[src/rtl/pipe_ctrl_if.sv]
// Control-unit bus: instruction fields and ALU flags in, per-stage pipeline controls out.
interface pipe_ctrl_if #(
    parameter int ALUCTRL_W = 4
) ();
    logic [1:0]           Op;
    logic [5:0]           Funct;
    logic [3:0]           Rd;
    logic [3:0]           Cond;
    logic [3:0]           ALUFlags;
    logic                 FlushE;

    logic                 RegWriteD, MemWriteD, MemToRegD, BranchD, PCSrcD, ALUSrcD, LinkD, IllegalD;
    logic [ALUCTRL_W-1:0] ALUControlD;
    logic [1:0]           FlagWriteD, ImmSrcD, RegSrcD;

    logic                 RegWriteE, MemWriteE, MemToRegE, BranchE, PCSrcE, ALUSrcE, LinkE;
    logic [ALUCTRL_W-1:0] ALUControlE;
    logic [1:0]           FlagWriteE, ImmSrcE;
    logic [3:0]           CondE;
    logic                 CondExE, BranchTakenE;
    logic [3:0]           FlagsQ;

    logic                 RegWriteM, MemWriteM, MemToRegM, PCSrcM, LinkM;
    logic                 RegWriteW, MemToRegW, PCSrcW, LinkW;
    logic                 PCWrPending;

    modport master (
        output Op, Funct, Rd, Cond, ALUFlags, FlushE,
        input  RegWriteD, MemWriteD, MemToRegD, BranchD, PCSrcD, ALUSrcD, LinkD, IllegalD,
        input  ALUControlD, FlagWriteD, ImmSrcD, RegSrcD,
        input  RegWriteE, MemWriteE, MemToRegE, BranchE, PCSrcE, ALUSrcE, LinkE,
        input  ALUControlE, FlagWriteE, ImmSrcE, CondE, CondExE, BranchTakenE, FlagsQ,
        input  RegWriteM, MemWriteM, MemToRegM, PCSrcM, LinkM,
        input  RegWriteW, MemToRegW, PCSrcW, LinkW, PCWrPending
    );

    modport slave (
        input  Op, Funct, Rd, Cond, ALUFlags, FlushE,
        output RegWriteD, MemWriteD, MemToRegD, BranchD, PCSrcD, ALUSrcD, LinkD, IllegalD,
        output ALUControlD, FlagWriteD, ImmSrcD, RegSrcD,
        output RegWriteE, MemWriteE, MemToRegE, BranchE, PCSrcE, ALUSrcE, LinkE,
        output ALUControlE, FlagWriteE, ImmSrcE, CondE, CondExE, BranchTakenE, FlagsQ,
        output RegWriteM, MemWriteM, MemToRegM, PCSrcM, LinkM,
        output RegWriteW, MemToRegW, PCSrcW, LinkW, PCWrPending
    );
endinterface

[src/rtl/pipe_ctrl_unit.sv]
// Pipelined control unit for the 5-stage ARM-subset core: decode, E/M/W control
// registers, NZCV flag register and Execute-stage condition check.
module pipe_ctrl_unit #(
    parameter int ALUCTRL_W  = 4,
    parameter bit SUPPORT_BL = 1'b1,
    parameter bit FLAG_SPLIT = 1'b1
) (
    input logic         clk,
    input logic         reset,
    pipe_ctrl_if.slave  bus
);

    logic       regWrite, memWrite, memToReg, branch, aluSrc, link, illegal;
    logic [3:0] aluCmd;
    logic [1:0] flagWrite, immSrc, regSrc;
    logic       isArith;
    logic       condEx;
    logic       n, z, c, v;

    // Decode: Op/Funct/Rd into the Decode-stage control word.
    always_comb begin
        regWrite  = 1'b0;
        memWrite  = 1'b0;
        memToReg  = 1'b0;
        branch    = 1'b0;
        aluSrc    = 1'b0;
        link      = 1'b0;
        illegal   = 1'b0;
        aluCmd    = 4'b0000;
        flagWrite = 2'b00;
        immSrc    = 2'b00;
        regSrc    = 2'b00;
        isArith   = 1'b0;
        case (bus.Op)
            2'b00: begin
                aluCmd   = bus.Funct[4:1];
                aluSrc   = bus.Funct[5];
                regWrite = (aluCmd[3:2] != 2'b10);
                isArith  = aluCmd inside {4'b0010, 4'b0011, 4'b0100, 4'b0101,
                                          4'b0110, 4'b0111, 4'b1010, 4'b1011};
                if (bus.Funct[0])
                    flagWrite = (isArith || !FLAG_SPLIT) ? 2'b11 : 2'b10;
            end
            2'b01: begin
                regWrite = bus.Funct[0];
                memToReg = bus.Funct[0];
                memWrite = ~bus.Funct[0];
                aluSrc   = ~bus.Funct[5];
                immSrc   = 2'b01;
                regSrc   = 2'b10;
                aluCmd   = bus.Funct[3] ? 4'b0100 : 4'b0010;
            end
            2'b10: begin
                branch   = 1'b1;
                aluSrc   = 1'b1;
                immSrc   = 2'b10;
                regSrc   = 2'b01;
                aluCmd   = 4'b0100;
                link     = SUPPORT_BL & bus.Funct[4];
                regWrite = SUPPORT_BL & bus.Funct[4];
            end
            default: illegal = 1'b1;
        endcase
    end

    assign bus.RegWriteD   = regWrite;
    assign bus.MemWriteD   = memWrite;
    assign bus.MemToRegD   = memToReg;
    assign bus.BranchD     = branch;
    assign bus.PCSrcD      = (bus.Op != 2'b10) & regWrite & (bus.Rd == 4'hF);
    assign bus.ALUSrcD     = aluSrc;
    assign bus.LinkD       = link;
    assign bus.IllegalD    = illegal;
    assign bus.ALUControlD = ALUCTRL_W'(aluCmd);
    assign bus.FlagWriteD  = flagWrite;
    assign bus.ImmSrcD     = immSrc;
    assign bus.RegSrcD     = regSrc;

    // Decode->Execute register; a flush inserts a bubble that always passes its condition.
    always_ff @(posedge clk) begin
        if (reset || bus.FlushE) begin
            bus.RegWriteE   <= 1'b0;
            bus.MemWriteE   <= 1'b0;
            bus.MemToRegE   <= 1'b0;
            bus.BranchE     <= 1'b0;
            bus.PCSrcE      <= 1'b0;
            bus.ALUSrcE     <= 1'b0;
            bus.LinkE       <= 1'b0;
            bus.ALUControlE <= '0;
            bus.FlagWriteE  <= 2'b00;
            bus.ImmSrcE     <= 2'b00;
            bus.CondE       <= 4'hE;
        end else begin
            bus.RegWriteE   <= bus.RegWriteD;
            bus.MemWriteE   <= bus.MemWriteD;
            bus.MemToRegE   <= bus.MemToRegD;
            bus.BranchE     <= bus.BranchD;
            bus.PCSrcE      <= bus.PCSrcD;
            bus.ALUSrcE     <= bus.ALUSrcD;
            bus.LinkE       <= bus.LinkD;
            bus.ALUControlE <= bus.ALUControlD;
            bus.FlagWriteE  <= bus.FlagWriteD;
            bus.ImmSrcE     <= bus.ImmSrcD;
            bus.CondE       <= bus.Cond;
        end
    end

    // Condition check of the Execute instruction against the architectural flags.
    always_comb begin
        {n, z, c, v} = bus.FlagsQ;
        condEx = 1'b0;
        case (bus.CondE)
            4'b0000: condEx = z;
            4'b0001: condEx = ~z;
            4'b0010: condEx = c;
            4'b0011: condEx = ~c;
            4'b0100: condEx = n;
            4'b0101: condEx = ~n;
            4'b0110: condEx = v;
            4'b0111: condEx = ~v;
            4'b1000: condEx = c & ~z;
            4'b1001: condEx = ~c | z;
            4'b1010: condEx = (n == v);
            4'b1011: condEx = (n != v);
            4'b1100: condEx = ~z & (n == v);
            4'b1101: condEx = z | (n != v);
            4'b1110: condEx = 1'b1;
            default: condEx = 1'b0;
        endcase
    end

    assign bus.CondExE      = condEx;
    assign bus.BranchTakenE = bus.BranchE & condEx;
    assign bus.PCWrPending  = bus.PCSrcD | bus.PCSrcE | bus.PCSrcM;

    // NZCV register with independent NZ and CV write enables.
    always_ff @(posedge clk) begin
        if (reset) begin
            bus.FlagsQ <= 4'b0000;
        end else if (condEx) begin
            if (bus.FlagWriteE[1]) bus.FlagsQ[3:2] <= bus.ALUFlags[3:2];
            if (bus.FlagWriteE[0]) bus.FlagsQ[1:0] <= bus.ALUFlags[1:0];
        end
    end

    // Execute->Memory register; write-side controls are squashed by a failed condition.
    always_ff @(posedge clk) begin
        if (reset) begin
            bus.RegWriteM <= 1'b0;
            bus.MemWriteM <= 1'b0;
            bus.MemToRegM <= 1'b0;
            bus.PCSrcM    <= 1'b0;
            bus.LinkM     <= 1'b0;
        end else begin
            bus.RegWriteM <= bus.RegWriteE & condEx;
            bus.MemWriteM <= bus.MemWriteE & condEx;
            bus.MemToRegM <= bus.MemToRegE;
            bus.PCSrcM    <= (bus.PCSrcE | bus.BranchE) & condEx;
            bus.LinkM     <= bus.LinkE & condEx;
        end
    end

    // Memory->Writeback register.
    always_ff @(posedge clk) begin
        if (reset) begin
            bus.RegWriteW <= 1'b0;
            bus.MemToRegW <= 1'b0;
            bus.PCSrcW    <= 1'b0;
            bus.LinkW     <= 1'b0;
        end else begin
            bus.RegWriteW <= bus.RegWriteM;
            bus.MemToRegW <= bus.MemToRegM;
            bus.PCSrcW    <= bus.PCSrcM;
            bus.LinkW     <= bus.LinkM;
        end
    end

endmodule
[src/flat_wrapper.sv]
// flat-port wrapper written by rule: the top's interface ports become plain ports
module pipe_ctrl_unit_flat 
#(
    parameter int ALUCTRL_W  = 4,
    parameter bit SUPPORT_BL = 1'b1,
    parameter bit FLAG_SPLIT = 1'b1
)
  (clk, reset, bus_Op, bus_Funct, bus_Rd, bus_Cond, bus_ALUFlags, bus_FlushE, bus_RegWriteD, bus_MemWriteD, bus_MemToRegD, bus_BranchD, bus_PCSrcD, bus_ALUSrcD, bus_LinkD, bus_IllegalD, bus_ALUControlD, bus_FlagWriteD, bus_ImmSrcD, bus_RegSrcD, bus_RegWriteE, bus_MemWriteE, bus_MemToRegE, bus_BranchE, bus_PCSrcE, bus_ALUSrcE, bus_LinkE, bus_ALUControlE, bus_FlagWriteE, bus_ImmSrcE, bus_CondE, bus_CondExE, bus_BranchTakenE, bus_FlagsQ, bus_RegWriteM, bus_MemWriteM, bus_MemToRegM, bus_PCSrcM, bus_LinkM, bus_RegWriteW, bus_MemToRegW, bus_PCSrcW, bus_LinkW, bus_PCWrPending);
  pipe_ctrl_if #(.ALUCTRL_W(ALUCTRL_W)) bus_i ();
  input logic clk;
  input logic reset;
  input wire logic [$bits(bus_i.Op)-1:0] bus_Op;
  input wire logic [$bits(bus_i.Funct)-1:0] bus_Funct;
  input wire logic [$bits(bus_i.Rd)-1:0] bus_Rd;
  input wire logic [$bits(bus_i.Cond)-1:0] bus_Cond;
  input wire logic [$bits(bus_i.ALUFlags)-1:0] bus_ALUFlags;
  input wire logic [$bits(bus_i.FlushE)-1:0] bus_FlushE;
  output wire logic [$bits(bus_i.RegWriteD)-1:0] bus_RegWriteD;
  output wire logic [$bits(bus_i.MemWriteD)-1:0] bus_MemWriteD;
  output wire logic [$bits(bus_i.MemToRegD)-1:0] bus_MemToRegD;
  output wire logic [$bits(bus_i.BranchD)-1:0] bus_BranchD;
  output wire logic [$bits(bus_i.PCSrcD)-1:0] bus_PCSrcD;
  output wire logic [$bits(bus_i.ALUSrcD)-1:0] bus_ALUSrcD;
  output wire logic [$bits(bus_i.LinkD)-1:0] bus_LinkD;
  output wire logic [$bits(bus_i.IllegalD)-1:0] bus_IllegalD;
  output wire logic [$bits(bus_i.ALUControlD)-1:0] bus_ALUControlD;
  output wire logic [$bits(bus_i.FlagWriteD)-1:0] bus_FlagWriteD;
  output wire logic [$bits(bus_i.ImmSrcD)-1:0] bus_ImmSrcD;
  output wire logic [$bits(bus_i.RegSrcD)-1:0] bus_RegSrcD;
  output wire logic [$bits(bus_i.RegWriteE)-1:0] bus_RegWriteE;
  output wire logic [$bits(bus_i.MemWriteE)-1:0] bus_MemWriteE;
  output wire logic [$bits(bus_i.MemToRegE)-1:0] bus_MemToRegE;
  output wire logic [$bits(bus_i.BranchE)-1:0] bus_BranchE;
  output wire logic [$bits(bus_i.PCSrcE)-1:0] bus_PCSrcE;
  output wire logic [$bits(bus_i.ALUSrcE)-1:0] bus_ALUSrcE;
  output wire logic [$bits(bus_i.LinkE)-1:0] bus_LinkE;
  output wire logic [$bits(bus_i.ALUControlE)-1:0] bus_ALUControlE;
  output wire logic [$bits(bus_i.FlagWriteE)-1:0] bus_FlagWriteE;
  output wire logic [$bits(bus_i.ImmSrcE)-1:0] bus_ImmSrcE;
  output wire logic [$bits(bus_i.CondE)-1:0] bus_CondE;
  output wire logic [$bits(bus_i.CondExE)-1:0] bus_CondExE;
  output wire logic [$bits(bus_i.BranchTakenE)-1:0] bus_BranchTakenE;
  output wire logic [$bits(bus_i.FlagsQ)-1:0] bus_FlagsQ;
  output wire logic [$bits(bus_i.RegWriteM)-1:0] bus_RegWriteM;
  output wire logic [$bits(bus_i.MemWriteM)-1:0] bus_MemWriteM;
  output wire logic [$bits(bus_i.MemToRegM)-1:0] bus_MemToRegM;
  output wire logic [$bits(bus_i.PCSrcM)-1:0] bus_PCSrcM;
  output wire logic [$bits(bus_i.LinkM)-1:0] bus_LinkM;
  output wire logic [$bits(bus_i.RegWriteW)-1:0] bus_RegWriteW;
  output wire logic [$bits(bus_i.MemToRegW)-1:0] bus_MemToRegW;
  output wire logic [$bits(bus_i.PCSrcW)-1:0] bus_PCSrcW;
  output wire logic [$bits(bus_i.LinkW)-1:0] bus_LinkW;
  output wire logic [$bits(bus_i.PCWrPending)-1:0] bus_PCWrPending;
  assign bus_i.Op = bus_Op;
  assign bus_i.Funct = bus_Funct;
  assign bus_i.Rd = bus_Rd;
  assign bus_i.Cond = bus_Cond;
  assign bus_i.ALUFlags = bus_ALUFlags;
  assign bus_i.FlushE = bus_FlushE;
  assign bus_RegWriteD = bus_i.RegWriteD;
  assign bus_MemWriteD = bus_i.MemWriteD;
  assign bus_MemToRegD = bus_i.MemToRegD;
  assign bus_BranchD = bus_i.BranchD;
  assign bus_PCSrcD = bus_i.PCSrcD;
  assign bus_ALUSrcD = bus_i.ALUSrcD;
  assign bus_LinkD = bus_i.LinkD;
  assign bus_IllegalD = bus_i.IllegalD;
  assign bus_ALUControlD = bus_i.ALUControlD;
  assign bus_FlagWriteD = bus_i.FlagWriteD;
  assign bus_ImmSrcD = bus_i.ImmSrcD;
  assign bus_RegSrcD = bus_i.RegSrcD;
  assign bus_RegWriteE = bus_i.RegWriteE;
  assign bus_MemWriteE = bus_i.MemWriteE;
  assign bus_MemToRegE = bus_i.MemToRegE;
  assign bus_BranchE = bus_i.BranchE;
  assign bus_PCSrcE = bus_i.PCSrcE;
  assign bus_ALUSrcE = bus_i.ALUSrcE;
  assign bus_LinkE = bus_i.LinkE;
  assign bus_ALUControlE = bus_i.ALUControlE;
  assign bus_FlagWriteE = bus_i.FlagWriteE;
  assign bus_ImmSrcE = bus_i.ImmSrcE;
  assign bus_CondE = bus_i.CondE;
  assign bus_CondExE = bus_i.CondExE;
  assign bus_BranchTakenE = bus_i.BranchTakenE;
  assign bus_FlagsQ = bus_i.FlagsQ;
  assign bus_RegWriteM = bus_i.RegWriteM;
  assign bus_MemWriteM = bus_i.MemWriteM;
  assign bus_MemToRegM = bus_i.MemToRegM;
  assign bus_PCSrcM = bus_i.PCSrcM;
  assign bus_LinkM = bus_i.LinkM;
  assign bus_RegWriteW = bus_i.RegWriteW;
  assign bus_MemToRegW = bus_i.MemToRegW;
  assign bus_PCSrcW = bus_i.PCSrcW;
  assign bus_LinkW = bus_i.LinkW;
  assign bus_PCWrPending = bus_i.PCWrPending;
  pipe_ctrl_unit #(.ALUCTRL_W(ALUCTRL_W), .SUPPORT_BL(SUPPORT_BL), .FLAG_SPLIT(FLAG_SPLIT)) u_core (.clk(clk), .reset(reset), .bus(bus_i));
endmodule
[config.mk]
export PLATFORM = sky130hd
export DESIGN_NAME = pipe_ctrl_unit_flat
export DESIGN_NICKNAME = d
export VERILOG_FILES = /design/src/rtl/pipe_ctrl_if.sv /design/src/rtl/pipe_ctrl_unit.sv /design/src/flat_wrapper.sv
export SDC_FILE = /design/constraint.sdc
export NUM_CORES = 1
export LEC_CHECK = 0
export BUFFER_PORTS_ARGS = -buffer_cell sky130_fd_sc_hd__clkbuf_2
export CAP_MARGIN = 5
export CORE_ASPECT_RATIO = 1.2
export CORE_UTILIZATION = 44
export CTS_CLUSTER_DIAMETER = 200
export CTS_CLUSTER_SIZE = 30
export DETAILED_ROUTE_END_ITERATION = 8
export GPL_ROUTABILITY_DRIVEN = 0
export PLACE_DENSITY_LB_ADDON = 0.12
export SLEW_MARGIN = 25
export SYNTH_ARGS = -nofsm -noshare
export SYNTH_HDL_FRONTEND = slang
export SYNTH_SLANG_ARGS = --single-unit
[constraint.sdc]
create_clock -name clk -period 2.4 [get_ports clk]
set_clock_uncertainty 0.2 [all_clocks]
set_input_delay 0.48 -clock clk [delete_from_list [all_inputs] [get_ports clk]]
set_output_delay 0.48 -clock clk [all_outputs]
set_load 0.02 [all_outputs]
Yosys cells after proc, flatten, opt, wreduce, memory -nomap -nowiden
Index checks and enable logic that the tools add are counted.
{"block": "classes", "n_eq_ne": 29, "n_mux": 15, "bitwise_logic": 20, "n_reduce_logical": 7}
{"cell": "== test 4 bit (second input constant)", "n": 10}
{"cell": "== test 4 x 3 -> 1 bit (second input constant)", "n": 8}
{"cell": "== test 4 x 2 -> 1 bit (second input constant)", "n": 4}
{"cell": "case mux 1 bit (15 select lines)", "n": 1}
{"cell": "case mux 4 bit (3 select lines)", "n": 1}
{"cell": "AND 1 bit", "n": 9}
{"cell": "case mux 2 bit (2 select lines)", "n": 2}
{"cell": "nonzero test 8 bit", "n": 1}
{"cell": "two-way mux 1 bit", "n": 6}
{"cell": "inverter 1 bit", "n": 6}
{"cell": "case mux 1 bit (3 select lines)", "n": 2}
{"cell": "OR 1 bit", "n": 5}
{"cell": "== test 4 x 1 -> 1 bit (second input constant)", "n": 1}
{"cell": "logical NOT 4 bit", "n": 1}
{"cell": "two-way mux 2 bit", "n": 2}
{"cell": "inequality test 2 bit (second input constant)", "n": 2}
{"cell": "AND reduction 2 bit", "n": 2}
{"cell": "two-way mux 3 bit", "n": 1}
{"cell": "OR reduction 3 bit", "n": 1}
{"cell": "== test 2 x 1 -> 1 bit (second input constant)", "n": 1}
{"cell": "== test 2 bit (second input constant)", "n": 1}
{"cell": "logical NOT 2 bit", "n": 1}
{"cell": "== test 1 bit", "n": 1}
{"cell": "logical OR 1 bit", "n": 1}
{"cell": "inequality test 1 bit", "n": 1}
{"block": "totals", "regBits": 32, "out_inout_bits": 53}

Logic depth before layout (Yosys ltp)
Gate-level depths: netlist (run 1).
{"block": "logic_depth", "depth_word": 6, "depth_mapped": 6, "mapped_depth_nobuf": 5}

Worst setup path before layout (run 1)
No wires, ideal clock.
{"block": "synth_timing", "path_type": "register -> output", "start": "reg u_core.bus.CondE[3]", "end": "out bus_BranchTakenE", "arrival_ps": 1885, "t_required_ps": 1720, "slack_ps": -165, "path_stages_with_launch": 7, "n_path_buf": 1, "cell_sequence": "dfxtp_1 -> clkbuf_2 -> nand2_1 -> a221o_1 -> o311a_4 -> nor3_2 -> nor2b_1"}
{"block": "synth_between", "elab_chain_cells": 3, "word_cells_on_any_way": 17, "cone_classes": "eq/ne: 14; mux: 1; bitwise: 1; reduce/logical: 1"}
{"item": "start: declaration", "line_no": "pipe_ctrl_if.sv:42", "rtl": "output ALUControlE, FlagWriteE, ImmSrcE, CondE, CondExE, BranchTakenE, FlagsQ,"}
{"item": "start signal: assignment", "line_no": "pipe_ctrl_unit.sv:104", "rtl": "bus.CondE <= bus.Cond;"}
{"item": "== test 4 bit, or another cell as far along", "line_no": "pipe_ctrl_unit.sv:112", "rtl": "case (bus.CondE)"}
{"item": "case mux 1 bit (15 select lines) (*)", "line_no": "pipe_ctrl_unit.sv:112"}
{"item": "AND 1 bit (*)", "line_no": "pipe_ctrl_unit.sv:133", "rtl": "assign bus.BranchTakenE = bus.BranchE & condEx;"}
{"item": "end: declaration", "line_no": "flat_wrapper.sv:42", "rtl": "output wire logic [$bits(bus_i.BranchTakenE)-1:0] bus_BranchTakenE;"}
Mark *: on every way between the ends. The rest lies on a longest branch, timed or not.

Final worst setup path (run 1)
{"block": "layout_timing", "start": "reg u_core.bus.CondE[0]", "end": "out bus_BranchTakenE"}
The elaborated chain is that of the path after synthesis.

==> reports/metrics.cfg, run 1 <==
[outcome]
status = finished with violations
violations = setup timing

[floorplanning]
io_pins = 76
rows = 22
die-height_um = 63.7
die_x_um = 53.4
start_util = 0.460
core_um2 = 3030
die_area_um2 = 3400

[global_route]
met3_usage = 0.0700
busiest_layer = met2
grt_max_degree = 23
met2_usage = 0.416
first_global_vias = 1304
grt_overflow = 0
grt_use_met1 = 0.243
grt_first_pass_wirelength_um = 5790
antenna_found_initial = 0
grt_use_total = 0.238

[critical_path]
crit_type = flop to output pin
cp_max_fo = 14
crit_start = u_core.bus.CondE[0]
start_kind = flop
cp-end-kind = output pin
cp.required_ps = 1720
rr_startpoint = u_core.bus.CondE[0]
cp.arrival_ps = 1930

[clocking]
cts_root_buf = clkbuf_4
cts_tree = yes
insertion_delay_ps = 320
clk_pin_slew_ps = 90
cts_buffer_depth = 2
cts_buffers = 5
cts_hold_buf = 0
htreeDepth = 2
cts_num_sinks = 32

[hold_path]
hold_start = bus_Cond[2]
hold_path.class = input pin to flop

[logic_synthesis]
synth-xor-area-share = 0.0251
avgSynthCellArea_um2 = 9.23
synth_area_um2 = 1390
synth_cell_types = 37
synthAdderAreaFrac = 0
synth-compound-area-share = 0.0745
synth-simple-area-share = 0.351
yosys-mux-area-fraction = 0.0359
ys.flop_type = dfxtp_1
synth_fp_nets = 174
synth_top_family_by_area = simple AND/OR/NAND/NOR gates
synth-seq-cells = 32
synth_edf_count = 0
synthCells = 151
ys_warn_count = 0
postSynth.asyncResetShare = 0
yosysSeqAreaShare = 0.460

[cells_and_area]
area_delta_synth_final_pct = 45.2
drive_above_1_share = 0.488
fillCellCount = 274
nNetsFinal = 265
diodes = 0
final_core_utilization = 0.668

[detailed_routing]
drt_first_pass_iters = 4
remaining_drc_errors = 0
routed_wl_um = 3610
via_per_inst = 5.00
ant_nets = 0
drt_iter0_drc = 20
routedWlPerCell_um = 13.0
dr_total_vias = 1390

[timing]
clock.fmax_mhz = 383
finalWorstSetupSlack_ps = -213
hold_viol_final = 0
tns_ps = -412
finalCriticalPeriod_ps = 2610
report.final.slew_viol_count = 0
rsz0062_at_grt = true
worstMarginPinSlew_ps = 349
setup_viol = 2
relSlewSlack = 0.764
period_share = 1.09

[place]
io_buffers = 75
hpwlAfterDp_um = 2630
post-place-ws_ps = 28.7

[power_and_ir_drop]
ir_drop_mv = 0.426
p_total_mw = 1.01
leakagePower_nw = 1.01
p_per_area_nw_per_um2 = 500

[run]
drv_cap = 0

==> synthesized netlist by cell type, drive strengths merged, types with 2 or more instances <==
cell	count	area share
mux2i	5	0.036
xnor2	4	0.025
nor4b	3	0.019
or3	6	0.027
nor2b	12	0.054
nand2b	8	0.036
nor3b	4	0.022
clkbuf	5	0.014
o21ai	2	0.0072
dfxtp	32	0.46
nand2	3	0.0081
and2	11	0.049
nor3	7	0.029
inv	8	0.022
and3	2	0.0090
nor2	15	0.040
buf	4	0.018
nand4	3	0.013
nor4bb	2	0.014
o31ai	2	0.018
==> repair_timing <==
item,4_1_cts,5_1_grt
gates resized for setup,13,4
hold endpoints to repair,0,0
endpoints found under the setup margin,2,3
buffers inserted,6,0
pin swaps,2,1
==> placed cells by master, fill, tap and decap left out, types with 2 or more instances in the layout <==
cell type,Yosys,routed
nor3b_1,4,4
nor3_1,6,6
xnor2_1,4,4
dfxtp_1,32,25
nor2b_1,12,11
nor2_1,15,14
o21ai_0,2,2
nor4b_1,3,3
clkbuf_4,0,5
dfxtp_4,0,4
dfxtp_2,0,3
or3_1,6,6
clkbuf_2,1,74
and3_1,2,2
nor4bb_1,2,2
and2_1,11,11
nand2_1,3,3
nand4_1,3,3
mux2i_1,5,5
inv_1,7,7
o31ai_2,2,2
buf_4,2,18
nand2b_1,8,8
==> routing by layer <==
layer / wire length, µm / up-vias
li1: - / 696
met1: 1420 / 633
met2: 1910 / 53
met3: 202 / 8
met4: 81 / 0
met5: 0 / -
==> metrics by stage <==
stage	instance area (µm²)	hold WS, ps	instances
3_3_place_gp	1880	252	265
2_1_floorplan	1410	346	151
5_1_grt	2020	116	278
6_report	2020	136	278
3_5_place_dp	1880	248	265
4_1_cts	2000	116	278
==> power by group <==
group	internal (mW)	switching [mW]
combinational	0.0802	0.108
sequential	0.540	0.0101
clock	0.108	0.166
==> sequential cells by signal (all words and copies together) (netlist names), 2 cells and up <==
signal	count
u_core.bus.FlagsQ	4
u_core.bus.ALUControlE	4
u_core.bus.FlagWriteE	2
u_core.bus.ImmSrcE	2
u_core.bus.CondE	4
==> critical path: stages (launching register included) <==
cell and delay, ps:
dfxtp_4 430, nor4bb_1 80, a221o_1 360, o311a_4 330, nor3_4 200, nor2b_2 60, clkbuf_2 150
==> kinds of logic (layout without fill, tap and decap cells) <==
family | after synthesis | after routing
mux | 5 | 5
flops | 32 | 32
simple gates | 82 | 82
compound gates | 11 | 11
buf+inv | 17 | 108
xor+xnor | 4 | 4
==> worst paths after layout <==
kind                     endpoint  slack [ps]  depth (start not counted)
max              bus_BranchTakenE        -210                          6
min           u_core.bus.CondE[2]         140                          2
max reg2reg  u_core.bus.FlagsQ[3]         170                          6
min reg2reg  u_core.bus.MemToRegM         260                          1
==> area by class of cell <==
class,instances,area (µm²),area share
timing repair buffer,93,519,0.257
multi-input combinational,102,723,0.357
clock inverter,1,5.00,0.00247
inverter,8,30.0,0.0148
tap,36,45.0,0.0223
clock buffer,6,41.3,0.0204
sequential,32,659,0.326
(Power assumes the default switching activity.)
==> run 2: changes to the inputs <==
REMOVE_ABC_BUFFERS = 1   (was not set)
SKIP_CTS_REPAIR_TIMING = 1   (was not set)
==> run 2 against run 1 <==
The run still ends with setup timing left. Routed wire length is 3.1% lower. Clock-buffer cell count rose by 1. Utilization up 1.0 points. Sequential cell count unchanged. Global-route usage fell by 1.9 points. Critical path depth is 1 higher. First-iteration DRC count up 75%. Cell area grew 1.5%. Die area is the same. Critical endpoint unchanged. Largest power group unchanged. Highest routed layer unchanged.
==> reports/metrics.cfg, run 2 (synthesized netlist as in run 1, its figures left out) <==
[timing]
worstMarginPinSlew_ps = 430  ; was 349 ps
period_share = 1.13  ; was 1.09
finalWorstSetupSlack_ps = -315  ; was -213 ps
report.final.slew_viol_count = 0  ; unchanged
hold_viol_final = 0  ; unchanged
relSlewSlack = 0.710  ; was 0.764
tns_ps = -586  ; was -412 ps
finalCriticalPeriod_ps = 2710  ; was 2610 ps
rsz0062_at_grt = true  ; unchanged
clock.fmax_mhz = 368  ; was 383 MHz
setup_viol = 2  ; unchanged

[critical_path]
cp.arrival_ps = 2030  ; was 1930 ps
cp.required_ps = 1720  ; about the same
rr_startpoint = u_core.bus.CondE[2]  ; was u_core.bus.CondE[0]
r2r_slack_ps = 70  ; was 170 ps
crit_type = flop to output pin  ; unchanged
cp-end-kind = output pin  ; unchanged
r2r_end = u_core.bus.FlagsQ[1]  ; was u_core.bus.FlagsQ[3]
cp_max_fo = 4  ; was 14
reg2reg_depth = 8  ; was 6
start_kind = flop  ; unchanged

[power_and_ir_drop]
p_per_area_nw_per_um2 = 582  ; was 500 nW/µm²
p_seq_frac = 0.460  ; was 0.543
leakagePower_nw = 1.04  ; was 1.01 nW
netSwitchingFraction = 0.247  ; was 0.281
p_total_mw = 1.20  ; was 1.01 mW
ir_drop_mv = 0.417  ; was 0.426 mV
combPwrFrac = 0.159  ; was 0.186
p_int_uw = 900  ; was 727 µW
clockPowerShare = 0.381  ; was 0.271
switchingPower_uw = 295  ; was 284 µW

[global_route]
grt_first_pass_wirelength_um = 5390  ; was 5790 µm
grt_use_total = 0.218  ; was 0.238
grt_max_degree = 15  ; was 23
first_global_vias = 1290  ; was 1304
antenna_found_initial = 0  ; unchanged
grt_overflow = 0  ; unchanged

[floorplanning]
rows = 22  ; unchanged
die_area_um2 = 3400  ; unchanged
die-height_um = 63.7  ; unchanged
core_um2 = 3030  ; unchanged
die_x_um = 53.4  ; unchanged
start_util = 0.460  ; unchanged
io_pins = 76  ; unchanged

[clocking]
cts_num_sinks = 32  ; unchanged
insertion_delay_ps = 330  ; was 320 ps
clk_pin_slew_ps = 90  ; about the same
htreeDepth = 2  ; unchanged
cts_root_buf = clkbuf_4  ; unchanged
cts_buffers = 5  ; unchanged
cts_buffer_depth = 2  ; unchanged
cts_tree = yes  ; unchanged

[cells_and_area]
largestRegisters = u_core.bus.ALUControlE x4, u_core.bus.CondE x4, u_core.bus.FlagsQ x4  ; unchanged
mostFrequentLayoutCell = clkbuf_2  ; unchanged
area_delta_synth_final_pct = 47.4  ; was 45.2%
nNetsFinal = 266  ; was 265
fin_area_um2 = 2050  ; was 2020 µm²
final_core_utilization = 0.679  ; was 0.668
drive_above_1_share = 0.471  ; was 0.488
diodes = 0  ; unchanged
final_cell_mix = 73 x clkbuf_2, 28 x dfxtp_1, 18 x buf_4, 15 x nor2_1, 12 x nor2b_1  ; was 74 x clkbuf_2, 25 x dfxtp_1, 18 x buf_4, 14 x nor2_1
fillCellCount = 261  ; was 274

[detailed_routing]
remaining_drc_errors = 0  ; unchanged
routedWlPerCell_um = 12.5  ; was 13.0 µm
drt_first_pass_iters = 4  ; unchanged
routed_wl_um = 3500  ; was 3610 µm
dr_total_vias = 1411  ; was 1390
drt_iter0_drc = 35  ; was 20
ant_nets = 0  ; unchanged
via_per_inst = 5.04  ; was 5.00

[hold_path]
hold_depth = 2  ; unchanged
hold_path_end = u_core.bus.CondE[1]  ; was u_core.bus.CondE[2]
hold_path.class = input pin to flop  ; unchanged
hold_start = bus_Cond[1]  ; was bus_Cond[2]

[place]
io_buffers = 75  ; unchanged
post-place-ws_ps = -7.64  ; was 28.7 ps
place_area_um2 = 1890  ; was 1880 µm²
hpwlAfterDp_um = 2610  ; was 2630 µm

[run]
drv_cap = 0  ; unchanged

[outcome]
status = finished with violations  ; unchanged
violations = setup timing  ; unchanged

[run 2: worst max-delay path by stage]
stage,end,startpoint
after floorplan,bus_BranchTakenE,u_core.bus.CondE[0]
after global placement,bus_BranchTakenE,u_core.bus.CondE[3]
after detailed placement,bus_BranchTakenE,u_core.bus.CondE[0]
after CTS,bus_BranchTakenE,u_core.bus.CondE[0]
after global routing,bus_BranchTakenE,u_core.bus.CondE[3]
final,bus_BranchTakenE,u_core.bus.CondE[2]
[run 2: layout make-up]
cell class                      instances  area [µm²]  share of cell area
Multi-Input combinational cell        102         699               0.340
Sequential cell                        32         651               0.317
Timing Repair Buffer                   94         534               0.260
Clock buffer                            7        65.1              0.0317
Tap cell                               36        45.0              0.0219
Clock inverter                          1        30.0              0.0146
Inverter                                8        30.0              0.0146
[run 2: through the flow]
stage / hold WS, ps / std cells
after global placement: 243 / 269
final: 145 / 280
after CTS: 131 / 277
after detailed placement: 257 / 269
after global routing: 139 / 280
after floorplan: 342 / 142
[run 2: routing by layer]
layer / part of all wire / up-vias / global-route usage
met5: 0 / - / 0
met4: 0.020 / 0 / 0.105
met3: 0.064 / 8 / 0.0652
li1: - / 696 / -
met2: 0.51 / 65 / 0.381
met1: 0.40 / 642 / 0.227
[run 2: critical path, stage by stage (launching register included)]
cell      delay (ps)
dfxtp_4          360
buf_6            120
and2_4           150
a221oi_2         260
nand4_1          270
nor3_4           320
nor2b_1           80
buf_4            160
[run 2: power groups by stage]
stage / registers [mW] / clock network [mW] / logic, mW
CTS: 0.551 / 0.465 / 0.178
global route: 0.551 / 0.489 / 0.205
floorplan: 0.579 / 0 / 0.0771
finish: 0.550 / 0.456 / 0.190
global placement: 0.562 / 0 / 0.175
detailed placement: 0.563 / 0 / 0.177
